`config.mk`:
```
export PLATFORM = sky130hd
export DESIGN_NAME = boot_loader_ctrl
export DESIGN_NICKNAME = d
export VERILOG_FILES = /design/src/rtl/boot_loader_pkg.sv /design/src/rtl/boot_wr_fifo.sv /design/src/rtl/boot_loader_ctrl.sv
export SDC_FILE = /design/constraint.sdc
export NUM_CORES = 1
export LEC_CHECK = 0
export ABC_CLOCK_PERIOD_IN_PS = 6300
export CAP_MARGIN = 20
export CORE_ASPECT_RATIO = 1.4
export CORE_MARGIN = 2
export CORE_UTILIZATION = 45
export DETAILED_ROUTE_END_ITERATION = 12
export PLACE_DENSITY = 0.75
export SETUP_SLACK_MARGIN = 0.2
export SYNTH_ARGS = -nofsm -noshare
export SYNTH_HDL_FRONTEND = slang
export SYNTH_SLANG_ARGS = --single-unit
```
`constraint.sdc`:
```
create_clock -name clk_sys -period 6.3 [get_ports clk_sys]
set_input_delay 1.26 -clock clk_sys [delete_from_list [all_inputs] [get_ports clk_sys]]
set_output_delay 1.26 -clock clk_sys [all_outputs]
set_load 0.01 [all_outputs]
```
`src/rtl/boot_loader_pkg.sv`:
```
// rtl/boot_loader_pkg.sv - shared constants, FSM states and write-buffer entry for the boot loader
package boot_loader_pkg;

    localparam logic [8:0] ROM_OS_ADDR     = 9'h000;
    localparam logic [8:0] ROM_BASIC_ADDR  = 9'h100;
    localparam logic [8:0] ROM_AMSDOS_ADDR = 9'h107;
    localparam logic [8:0] ROM_MF2_ADDR    = 9'h0FF;

    localparam logic [7:0] IDX_SYS = 8'd0;
    localparam logic [7:0] IDX_CPR = 8'd5;
    localparam logic [7:0] IDX_BIN = 8'd6;

    typedef enum logic [1:0] {
        IDLE = 2'd0,
        WR0  = 2'd1,
        WR1  = 2'd2
    } state_t;

    typedef struct packed {
        logic [8:0]  page;
        logic [13:0] offset;
        logic [7:0]  data;
        logic [1:0]  bank;
        logic        dup;
    } entry_t;

    function automatic logic [8:0] sys_page(input logic [1:0] blk);
        case (blk)
            2'd0:    return ROM_OS_ADDR;
            2'd1:    return ROM_BASIC_ADDR;
            2'd2:    return ROM_AMSDOS_ADDR;
            default: return ROM_MF2_ADDR;
        endcase
    endfunction

endpackage

```
`src/rtl/boot_wr_fifo.sv`:
```
// rtl/boot_wr_fifo.sv - synchronous write-buffer FIFO with occupancy count
module boot_wr_fifo
    import boot_loader_pkg::*;
#(
    parameter int DEPTH = 2
) (
    input  logic                     clk,
    input  logic                     reset,
    input  logic                     push,
    input  entry_t                   push_data,
    input  logic                     pop,
    output entry_t                   head,
    output logic [$clog2(DEPTH):0]   count,
    output logic                     full,
    output logic                     empty
);

    localparam int AW = $clog2(DEPTH);
    localparam logic [AW:0] FULL_CNT = (AW+1)'(DEPTH);

    entry_t         mem [DEPTH];
    logic [AW-1:0]  wr_ptr;
    logic [AW-1:0]  rd_ptr;
    logic           do_push;
    logic           do_pop;

    assign full    = (count == FULL_CNT);
    assign empty   = (count == '0);
    assign do_push = push && !full;
    assign do_pop  = pop && !empty;
    assign head    = mem[rd_ptr];

    always_ff @(posedge clk) begin
        if (reset) begin
            wr_ptr <= '0;
            rd_ptr <= '0;
            count  <= '0;
        end else begin
            if (do_push) wr_ptr <= wr_ptr + 1'b1;
            if (do_pop)  rd_ptr <= rd_ptr + 1'b1;
            case ({do_push, do_pop})
                2'b10:   count <= count + 1'b1;
                2'b01:   count <= count - 1'b1;
                default: ;
            endcase
        end
    end

    // Storage needs no reset: the pointers and count define what is valid.
    always_ff @(posedge clk) begin
        if (do_push) mem[wr_ptr] <= push_data;
    end

endmodule

```
`src/rtl/boot_loader_ctrl.sv`:
```
// rtl/boot_loader_ctrl.sv - ioctl download to SDRAM sequencer; PLUS_CART_EN enables CPR/BIN indices
module boot_loader_ctrl
    import boot_loader_pkg::*;
#(
    parameter int FIFO_DEPTH = 2,
    parameter int SYS_BLOCKS = 4
) (
    input  logic         clk_sys,
    input  logic         reset,
    input  logic         ce_ref,
    input  logic         ioctl_download,
    input  logic         ioctl_wr,
    input  logic [24:0]  ioctl_addr,
    input  logic [7:0]   ioctl_dout,
    input  logic [7:0]   ioctl_index,
    input  logic [8:0]   page_base,
    output logic         ioctl_wait,
    output logic         boot_wr,
    output logic [22:0]  boot_a,
    output logic [1:0]   boot_bank,
    output logic [7:0]   boot_dout,
    output logic [255:0] rom_map,
    output logic         rom_loaded,
    output logic         core_reset
);

    localparam int CW = $clog2(FIFO_DEPTH) + 1;
    localparam logic [CW-1:0] WAIT_CNT = CW'(FIFO_DEPTH - 1);

    state_t         state;
    state_t         state_next;
    entry_t         head;
    entry_t         push_entry;
    logic [CW-1:0]  fifo_count;
    logic [CW-1:0]  count_next;
    logic           fifo_full;
    logic           fifo_empty;
    logic           dl_prev;
    logic           done_armed;
    logic [8:0]     page_reg;
    logic [8:0]     page_eff;
    logic [10:0]    blk;
    logic           dl_rise;
    logic           dl_fall;
    logic           accept;
    logic           decode_ok;
    logic           push;
    logic           pop;
    logic           load;
    logic           to_bank1;
    logic           map_set;

    assign dl_rise  = ioctl_download && !dl_prev;
    assign dl_fall  = !ioctl_download && dl_prev;
    assign accept   = ioctl_download && ioctl_wr;
    assign blk      = ioctl_addr[24:14];
    // A byte arriving on the start cycle must already see the new page base.
    assign page_eff = dl_rise ? page_base : page_reg;
    assign push     = accept && decode_ok && !fifo_full;

    always_comb begin
        push_entry        = '0;
        decode_ok         = 1'b0;
        push_entry.offset = ioctl_addr[13:0];
        push_entry.data   = ioctl_dout;
        if (ioctl_index == IDX_SYS) begin
            if ((32'(blk) < 32'(SYS_BLOCKS)) && (blk < 11'd4)) begin
                decode_ok       = 1'b1;
                push_entry.page = sys_page(blk[1:0]);
            end
        end else if (ioctl_index[4:0] >= 5'd1 && ioctl_index[4:0] <= 5'd3) begin
            decode_ok       = 1'b1;
            push_entry.page = {page_eff[8], page_eff[7:0] + ioctl_addr[21:14]};
            push_entry.bank = {1'b0, &ioctl_index[7:6]};
            push_entry.dup  = (ioctl_index[7:6] == 2'b01 || ioctl_index[5:0] != 6'd0)
                              && !(&ioctl_index[7:6]);
        end
`ifdef PLUS_CART_EN
        else if (ioctl_index == IDX_CPR || ioctl_index == IDX_BIN) begin
            decode_ok       = 1'b1;
            push_entry.page = {1'b1, ioctl_addr[21:14]};
        end
`endif
    end

    always_comb begin
        count_next = fifo_count;
        if (push && !pop)      count_next = fifo_count + 1'b1;
        else if (pop && !push) count_next = fifo_count - 1'b1;
    end

    always_comb begin
        state_next = state;
        load       = 1'b0;
        pop        = 1'b0;
        to_bank1   = 1'b0;
        map_set    = 1'b0;
        case (state)
            IDLE: begin
                if (!fifo_empty) begin
                    load       = 1'b1;
                    state_next = WR0;
                end
            end
            WR0: begin
                if (ce_ref) begin
                    if (head.dup) begin
                        to_bank1   = 1'b1;
                        state_next = WR1;
                    end else begin
                        pop        = 1'b1;
                        map_set    = boot_a[22];
                        state_next = IDLE;
                    end
                end
            end
            WR1: begin
                if (ce_ref) begin
                    pop        = 1'b1;
                    map_set    = boot_a[22];
                    state_next = IDLE;
                end
            end
            default: state_next = IDLE;
        endcase
    end

    always_ff @(posedge clk_sys) begin
        if (reset) begin
            state      <= IDLE;
            dl_prev    <= 1'b0;
            done_armed <= 1'b0;
            page_reg   <= '0;
            ioctl_wait <= 1'b0;
            boot_wr    <= 1'b0;
            boot_a     <= '0;
            boot_bank  <= '0;
            boot_dout  <= '0;
            rom_map    <= '0;
            rom_loaded <= 1'b0;
            core_reset <= 1'b1;
        end else begin
            state      <= state_next;
            dl_prev    <= ioctl_download;
            ioctl_wait <= (count_next >= WAIT_CNT);
            if (dl_rise) page_reg <= page_base;
            if (load) begin
                boot_wr   <= 1'b1;
                boot_a    <= {head.page, head.offset};
                boot_bank <= head.bank;
                boot_dout <= head.data;
            end
            if (to_bank1) boot_bank <= 2'd1;
            if (pop)      boot_wr <= 1'b0;
            if (map_set)  rom_map[boot_a[21:14]] <= 1'b1;
            if (dl_rise) begin
                done_armed <= 1'b0;
                rom_loaded <= 1'b0;
                core_reset <= 1'b1;
            end else if (dl_fall) begin
                done_armed <= 1'b1;
            end else if (done_armed && fifo_empty && state == IDLE) begin
                done_armed <= 1'b0;
                rom_loaded <= 1'b1;
                core_reset <= 1'b0;
            end
        end
    end

    always_ff @(posedge clk_sys) begin
        if (!reset && accept && decode_ok) assert (!fifo_full);
    end

    boot_wr_fifo #(
        .DEPTH (FIFO_DEPTH)
    ) u_fifo (
        .clk       (clk_sys),
        .reset     (reset),
        .push      (push),
        .push_data (push_entry),
        .pop       (pop),
        .head      (head),
        .count     (fifo_count),
        .full      (fifo_full),
        .empty     (fifo_empty)
    );

endmodule

```
==> impl_metrics.yaml, run 1 <==
grt:
  grt_pass1_vias: 10100
  track_usage_pct: 24.3
  grt_pass1_wl_microns: 56700
  grt_antenna_before_repair: 0
  grt_overflow_total: 0
  grt_start_max_net_pins: 168
worst_hold_path:
  hold_path.class: "reg -> reg"
drt:
  wirelength_microns: 37400
  num_vias: 10400
  dr.pass1.iters: 7
  wire_per_inst_microns: 18.9
  ant_nets: 0
  vias_per_cell: 5.27
  dr.first_iter.drc_count: 650
  drcViolationCount: 0
pwr:
  powerDensity_nw_per_um2: 270
  vdd_drop_max_mv: 0.250
  switchingPower_mw: 1.01
  leakage_nw: 6.26
  comb_power_share_pct: 4.2
  p_seq_share_pct: 51.7
  sw_frac_of_total_pct: 21.2
  clockPowerShare_pct: 44.2
  p_total_mw: 4.79
  p_int_mw: 3.77
place:
  io_buffers: 346
  gp_congestion: 0.813
  dp_slack_ns: 1.93
  dp_hpwl_microns: 25100
cts:
  clock_path_buffers: 3
  postCtsSetupRepairBufs: 0
  cts_tree: "yes"
  clock_sinks: 376
  path_clk_slew_ns: 0.06
  cts_buffers: 36
  cts-resized-gates: 0
  cts_root_buffer: "clkbuf_16"
  h-tree-depth: 2
  cts_hold_buf: 0
  clk_latency_ns: 0.51
status:
  status: "finished clean"
synthesis:
  synth_cell_types: 48
  yosys-top-cells-area: "dfxtp_1 49%, edfxtp_1 16%, a21oi_1 10%"
  ys_seq_area_share_pct: 64.4
  netlist_area_sq_um: 12700
  yosysTopAreaCellShare_pct: 48.8
  avgSynthCellArea_sq_um: 10.1
  ys_warn_count: 0
  synthCells: 1261
  synth_seq_cells: 376
  synth_edf_count: 66
  synth_nets: 1332
  synthArstFlopShare_pct: 0
  yosysTopAreaCell: "dfxtp_1"
  synth_ff_type: "dfxtp_1"
critical_path:
  cp_slowest_cell: "clkdlybuf4s50_1"
  critPathLaunchType: "input port"
  end_kind: "register"
  path_cells: "clkdlybuf4s50_1, nor2b_1, buf_4, mux2i_1, inv_1, ha_1, a211oi_1, nor2_1, or4_1, a31oi_1, xnor2_1, o21ai_0"
  arrival_ns: 4.08
  timing_worst_setup_path_type: "in -> reg"
  crit_fanout: 12
  worst_path_largest_cell_delay_ns: 0.50
  critPathRequiredTime_ns: 6.51
sta:
  rsz0062_at_grt: "no"
  max_freq_ghz: 0.258
  period_share_pct: 61.5
  setup_viol: 0
  hold_violations: 0
  worst_pin_slew_ns: 1.19
  finalWorstSetupSlack_ns: 2.42
  fin_crit_ns: 3.88
  tns_ns: 0
  skew_ns: 0.0192
  slew-limit-headroom_pct: 20.5
  slew_viol_final: 0
cells_and_area:
  area_growth_pct: 39.6
  antenna_cells: 0
  largest_reg_flops: 256
  max_flop_register: "rom_map"
  fillers: 2312
  finalNetCount: 1653
  top_regs: "rom_map x256, u_fifo.mem x66, boot_a x23"
  drive_above_1_share_pct: 6.65
die:
  start_util_pct: 45.8
  core_area_sq_um: 27700
  die_h_microns: 203
  dieArea_sq_um: 29600
  rows: 72
  dieWidth_microns: 146
  ios: 348
flow_run:
  max-cap-violations: 0
==> power groups by stage <==
stage | clock (mW) | sequential [mW] | combinational [mW]
global placement | 0 | 2.53 | 0.193
CTS | 2.16 | 2.47 | 0.198
global route | 2.25 | 2.47 | 0.217
floorplan | 0 | 2.53 | 0.102
detailed placement | 0 | 2.53 | 0.197
finish | 2.11 | 2.47 | 0.199
==> layout by cell type (no fill, tap or decap), types with 6 or more instances in the layout <==
master / n
mux2_2: 7
inv_1: 12
nand2b_1: 8
a31oi_1: 6
clkbuf_16: 37
dfxtp_1: 309
clkbuf_1: 7
mux2i_1: 36
a21oi_1: 257
edfxtp_1: 66
nand2_1: 11
ha_1: 15
nor2_1: 323
nor2_2: 9
nor3_1: 7
clkdlybuf4s50_1: 345
nor2b_1: 11
buf_4: 13
o21ai_0: 9
a211oi_1: 35
==> logic make-up (layout without fill, tap and decap cells) <==
| family | after synthesis | after routing | synth area share (%) |
|---|---|---|---|
| other cells | 1 | 1 | 0.0295 |
| compound gates | 322 | 322 | 13.7 |
| mux | 43 | 43 | 3.45 |
| simple gates | 401 | 401 | 13.2 |
| fa+ha+maj | 16 | 16 | 1.63 |
| flops | 376 | 376 | 64.4 |
| xor+xnor | 9 | 9 | 0.620 |
| buf+inv | 93 | 440 | 2.92 |
==> worst max-delay path, delay by kind of cell <==
family,cells,cell delay (ns)
AOI/OAI and AO/OA,3,0.57
xor gates and xnor gates,1,0.13
adders and majority gates,1,0.30
buffers and inverters,3,0.80
muxes,1,0.35
and+or+nand+nor,3,0.65
==> path summary, 6_finish.rpt <==
kind	cells after the start	endpoint	from	slack, ns
setup reg to reg	6	rom_map[73]	register	2.89
hold / removal	2	rom_loaded	rom_loaded	0.46
hold reg to reg	2	rom_loaded	rom_loaded	0.46
setup / recovery	12	u_fifo.mem[1][32]	ioctl_download	2.42
==> layer usage <==
metal | vias up | track usage [%] | routed length [microns]
met5 | - | 0 | 0
met4 | 0 | 11.5 | 1690
met3 | 96 | 6.22 | 2980
met2 | 437 | 43.5 | 19000
met1 | 4948 | 27.0 | 13800
li1 | 4941 | - | -
==> Yosys cell counts (3+ instances only) <==
master / count
xor2_1: 5
ha_1: 15
inv_1: 12
a21oi_1: 257
buf_2: 3
mux2_2: 7
edfxtp_1: 66
nor4_1: 4
nor3_2: 3
nand2b_1: 8
dfxtp_1: 310
clkbuf_1: 74
mux2i_1: 36
nor3_1: 12
o31ai_1: 3
nor2_1: 334
a211oi_1: 35
o21ai_0: 9
nor2b_1: 12
nand2_1: 11
nor2_4: 3
o21a_1: 3
xnor2_1: 4
a31oi_1: 6
==> per-stage QoR <==
step / std cells / hold WS (ns) / util (%) / instance area [sq um]
2_1_floorplan: 1261 / 0.437 / - / 12700
3_3_place_gp: 1905 / 0.443 / 59.4 / 16500
3_5_place_dp: 1908 / 0.444 / 59.5 / 16500
4_1_cts: 1972 / 0.457 / 63.8 / 17700
5_1_grt: 1978 / 0.486 / 64.0 / 17700
6_report: 1978 / 0.456 / 64.0 / 17700
==> cell type report <==
| class | count | area, sq um | area share, % |
|---|---|---|---|
| Inverter | 12 | 45.0 | 0.254 |
| Tap cell | 370 | 463 | 2.61 |
| Sequential cell | 376 | 8190 | 46.1 |
| Multi-Input combinational cell | 792 | 4250 | 23.9 |
| Clock inverter | 15 | 149 | 0.839 |
| Timing Repair Buffer | 364 | 3630 | 20.5 |
| Clock buffer | 49 | 1020 | 5.75 |
Power figures use the tool's default switching activity.
==> run 2, diff against run 1 <==
Settings changed: ABC_CLOCK_PERIOD_IN_PS 6300 to 3820.
Clock period 6.3 ns to 3.82 ns, I/O delays scaled along.
==> run 2 against run 1 <==
  * Total power up 63%
  * Largest power group unchanged
  * Register-to-register slack got worse by 1.9 ns
  * First-iteration DRC count decreased by 3.5%
  * Via count up 0.35%
  * Die area stayed put
==> impl_metrics.yaml, run 2 (synthesis gave the netlist of run 1 again) <==
die:
  dieArea_sq_um: 29600
  ios: 348
  dieWidth_microns: 146
  die_h_microns: 203
  core_area_sq_um: 27700
  rows: 72
  start_util_pct: 45.8
grt:
  grt_use_met3_pct: 5.75
  grt_antenna_before_repair: 0
  grt_start_max_net_pins: 135
  track_usage_pct: 24.5
  met1_usage_pct: 27.6
  grt_pass1_wl_microns: 56500
  grt_pass1_vias: 10000
  top_usage_layer: "met2"
  grt.met2_usage_pct: 43.6
  grt_overflow_total: 0
sta:
  skew_ns: 0.0266
  slew-limit-headroom_pct: 29.6
  fin_crit_ns: 3.28
  max_freq_ghz: 0.305
  worst_pin_slew_ns: 1.05
  period_share_pct: 85.9
  rsz0062_at_grt: "no"
  hold_violations: 0
  tns_ns: 0
  slew_viol_final: 0
  setup_viol: 0
drt:
  dr.pass1.iters: 5
  wire_per_inst_microns: 18.7
  ant_nets: 0
  drcViolationCount: 0
  vias_per_cell: 5.22
  wirelength_microns: 37500
  num_vias: 10500
  dr.first_iter.drc_count: 627
pwr:
  clockPowerShare_pct: 43.5
  p_int_mw: 6.12
  vdd_drop_max_mv: 0.318
  sw_frac_of_total_pct: 21.6
  switchingPower_mw: 1.68
  powerDensity_nw_per_um2: 436
  p_seq_share_pct: 52.2
  leakage_nw: 6.36
  comb_power_share_pct: 4.3
flow_run:
  max-cap-violations: 0
critical_path:
  crit_fanout: 9
  critPathRequiredTime_ns: 4.04
  timing_worst_setup_path_type: "in -> reg"
  critPathLaunchType: "input port"
  end_kind: "register"
  arrival_ns: 3.50
place:
  io_buffers: 346
  gp_congestion: 0.841
  dp_hpwl_microns: 25500
  place_inst: 1933
cts:
  cts_root_buffer: "clkbuf_16"
  cts_buffers: 36
  postCtsSetupRepairBufs: 0
  h-tree-depth: 2
  cts-resized-gates: 0
  cts_tree: "yes"
  cts_hold_buf: 0
  path_clk_slew_ns: 0.06
  clk_latency_ns: 0.53
  clock_path_buffers: 3
  clock_sinks: 376
cells_and_area:
  area_growth_pct: 40.8
  top_regs: "rom_map x256, u_fifo.mem x66, boot_a x23"
  drive_above_1_share_pct: 8.08
  antenna_cells: 0
  fin_cells: 2003
  final_common_cell: "clkdlybuf4s50_1"
  largest_reg_flops: 256
  finalNetCount: 1676
  max_flop_register: "rom_map"
  final_cell_mix: "345 x clkdlybuf4s50_1, 323 x nor2_1, 309 x dfxtp_1"
status:
  status: "finished clean"
worst_hold_path:
  hold_path.class: "reg -> reg"
run 2: changes by cell type in the layout (fill, tap and decap cells not counted), sizes merged:
| cell | before | now |
|---|---|---|
| buf | 19 | 41 |
| bufinv | 2 | 0 |
| clkbuf | 49 | 51 |
| clkinv | 11 | 10 |
| clkinvlp | 1 | 4 |
| inv | 13 | 14 |
run 2: final timing paths:
path                                startpoint           endpoint  slack, ns  cells past startpoint
worst max-delay path            ioctl_download  u_fifo.mem[1][32]       0.54                     12
worst min-delay path                rom_loaded         rom_loaded       0.46                      2
worst max register to register         dl_prev  u_fifo.mem[1][32]       1.03                     11
worst min register to register      rom_loaded         rom_loaded       0.46                      2
run 2: area by class of cell:
class / instances / area, sq um
repair buffers: 387 / 3820
multi-input cells: 792 / 4250
clock inverters: 16 / 92.6
fillers: 2248 / 9850
flip-flops and latches: 376 / 8190
well taps: 370 / 463
inverters: 12 / 45.0
clock buffers: 50 / 1040
run 2: worst max-delay path, cell delays in order:
cell	delay [ns]
clkdlybuf4s50_1	0.50
nor2b_1	0.18
buf_4	0.20
mux2i_1	0.26
inv_1	0.07
ha_1	0.29
a211oi_1	0.26
nor2_1	0.12
or4_1	0.40
a31oi_1	0.21
xnor2_1	0.13
o21ai_0	0.11
run 2: layer usage:
metal | vias up | share of wire, %
met3 | 95 | 7.4
li1 | 4999 | -
met4 | 0 | 4.6
met1 | 4965 | 37
met5 | - | 0
met2 | 399 | 51
run 2: per-stage QoR:
step	hold WS [ns]	utilization (%)	setup WS (ns)	total power, mW	cell area (sq um)
after floorplan	0.437	-	0.395	4.33	12700
after global placement	0.442	60.2	0.114	4.49	16700
after detailed placement	0.453	60.3	0.0225	4.50	16700
after CTS	0.463	64.4	0.563	7.87	17900
after global routing	0.487	64.5	0.248	8.07	17900
final	0.456	64.5	0.540	7.81	17900
run 2: power by group through the flow:
| stage | Sequential, mW | Clock [mW] | Combinational (mW) |
|---|---|---|---|
| 2_1_floorplan | 4.16 | 0 | 0.168 |
| 3_3_place_gp | 4.16 | 0 | 0.327 |
| 3_5_place_dp | 4.16 | 0 | 0.336 |
| 4_1_cts | 4.08 | 3.45 | 0.337 |
| 5_1_grt | 4.08 | 3.62 | 0.372 |
| 6_report | 4.08 | 3.39 | 0.338 |
==> run 3, diff against run 2 <==
Settings changed: REMOVE_ABC_BUFFERS set to 1.
==> run 3 against run 2 <==
  * Non-clock buffer count is 9 lower
  * Flip-flop and latch count unchanged
  * Final area down 0.82%
  * Total power shrank 1.4%
  * Largest cell class unchanged
  * Global-route usage fell by 0.16 points
  * Setup slack gained 0.046 ns
  * Cell count fell by 0.75%
==> impl_metrics.yaml, run 3 (synthesis gave the netlist of run 1 again) <==
cells_and_area:
  top_regs: "rom_map x256, u_fifo.mem x66, boot_a x23"
  largest_reg_flops: 256
  final_cell_mix: "345 x clkdlybuf4s50_1, 324 x nor2_1, 309 x dfxtp_1"
  fin_util_pct: 64.0
  antenna_cells: 0
  fillers: 2280
  final_common_cell: "clkdlybuf4s50_1"
  area_growth_pct: 39.6
  max_flop_register: "rom_map"
  finalNetCount: 1666
  seq_area_sq_um: 8190
  multiInputGateArea_sq_um: 4230
  drive_above_1_share_pct: 7.42
drt:
  dr.pass1.iters: 5
  wirelength_microns: 37000
  wire_per_inst_microns: 18.6
  vias_per_cell: 5.22
  num_vias: 10400
  drcViolationCount: 0
  ant_nets: 0
  dr.first_iter.drc_count: 514
grt:
  grt_antenna_before_repair: 0
  grt_pass1_wl_microns: 56500
  track_usage_pct: 24.3
  grt_pass1_vias: 9927
  grt_start_max_net_pins: 131
  grt_overflow_total: 0
sta:
  skew_ns: 0.00800
  slew-limit-headroom_pct: 28.0
  hold_violations: 0
  worst_pin_slew_ns: 1.08
  max_freq_ghz: 0.309
  fin_crit_ns: 3.23
  slew_viol_final: 0
  rsz0062_at_grt: "no"
  period_share_pct: 84.6
  setup_viol: 0
  tns_ns: 0
place:
  dp_hpwl_microns: 25100
  io_buffers: 346
  gp_congestion: 0.821
critical_path:
  worst_path_largest_cell_delay_ns: 0.47
  r2r_start: "dl_prev"
  crit_path_end: "u_fifo.mem[1][32]"
  path_cells: "clkdlybuf4s50_1, nor2b_1, buf_4, mux2i_1, inv_1, ha_1, a211oi_1, nor2_1, or4_1, a31oi_1, xnor2_1, o21ai_0"
  timing_worst_setup_path_type: "in -> reg"
  end_kind: "register"
  path_delay_family: "buffers and inverters"
  startpoint: "ioctl_download"
  critPathRequiredTime_ns: 4.05
  crit_fanout: 5
  reg2reg_to: "u_fifo.mem[1][32]"
  arrival_ns: 3.46
  cp_slowest_cell: "clkdlybuf4s50_1"
  r2r_slack_ns: 1.03
  critPathLaunchType: "input port"
  critPathBufInv: 3
  crit_cells: 12
  worstRegToRegCells: 11
cts:
  cts_tree: "yes"
  clock_path_buffers: 3
  clk_latency_ns: 0.51
  cts_buffers: 35
  cts_hold_buf: 0
  cts-resized-gates: 0
  clock_sinks: 376
  path_clk_slew_ns: 0.06
  cts_root_buffer: "clkbuf_16"
  h-tree-depth: 2
  postCtsSetupRepairBufs: 0
pwr:
  sw_frac_of_total_pct: 21.1
  switchingPower_mw: 1.63
  vdd_drop_max_mv: 0.326
  p_seq_share_pct: 53.0
  comb_power_share_pct: 4.4
  clockPowerShare_pct: 42.6
  leakage_nw: 6.33
  p_int_mw: 6.07
  powerDensity_nw_per_um2: 434
die:
  ios: 348
  dieWidth_microns: 146
  dieArea_sq_um: 29600
  core_area_sq_um: 27700
  rows: 72
  start_util_pct: 45.8
  die_h_microns: 203
flow_run:
  max-cap-violations: 0
status:
  status: "finished clean"
worst_hold_path:
  worst_hold_startpoint: "rom_loaded"
  hold_path.class: "reg -> reg"
run 3: cell types whose count changed in the layout (fill, tap and decap cells not counted), moves of 2 or more:
cell,delta
clkinv_1,-4
nor3_4,-3
clkinvlp_4,-4
clkinv_2,+2
inv_6,-2
buf_6,-3
nor3_2,+4
buf_4,-6
run 3: per-layer routing:
metal	track usage [%]	share of wire, %	vias up
met1	27.4	37	4935
met2	43.3	51	376
met3	5.33	6.9	98
met5	0	0	-
met4	12.2	5.0	0
li1	-	-	4978
run 3: worst min path at each step:
stage,slack [ns],depth (start not counted),endpoint
2_1_floorplan,0.43,2,done_armed
3_3_place_gp,0.45,2,rom_map[143]
3_5_place_dp,0.45,2,rom_map[251]
4_1_cts,0.46,2,done_armed
5_1_grt,0.49,2,rom_map[152]
6_report,0.46,2,rom_loaded
run 3: area by class of cell:
type,instances,share of cell area (%)
Clock inverter,10,0.310
Tap cell,370,2.61
Timing Repair Buffer,378,21.1
Multi-Input combinational cell,792,23.8
Sequential cell,376,46.1
Clock buffer,50,5.77
Inverter,12,0.254
run 3: power by group through the flow:
stage	Clock (mW)	Sequential [mW]	Combinational [mW]
after floorplan	0	4.17	0.120
after global placement	0	4.16	0.328
after detailed placement	0	4.17	0.335
after CTS	3.36	4.08	0.339
after global routing	3.52	4.08	0.369
final	3.28	4.08	0.338
run 3: per-stage QoR:
stage | hold slack [ns] | cell area (sq um) | cells | power (mW) | setup slack (ns)
detailed placement | 0.454 | 16700 | 1928 | 4.50 | 0.0796
global placement | 0.446 | 16700 | 1927 | 4.49 | 0.159
floorplan | 0.431 | 12400 | 1180 | 4.29 | 0.324
CTS | 0.462 | 17800 | 1988 | 7.77 | 0.608
global route | 0.487 | 17800 | 1988 | 7.97 | 0.360
finish | 0.461 | 17800 | 1988 | 7.70 | 0.587
run 3: worst register-to-register path: cells and delay by family (launching register included):
kind | cells | cell delay [ns]
multiplexers | 1 | 0.23
AND/OR/NAND/NOR | 3 | 0.71
XOR/XNOR | 1 | 0.13
AO/OA/AOI/OAI | 3 | 0.57
adder cells (fa/ha/maj) | 1 | 0.30
buffers and inverters | 2 | 0.26
flip-flops | 1 | 0.31
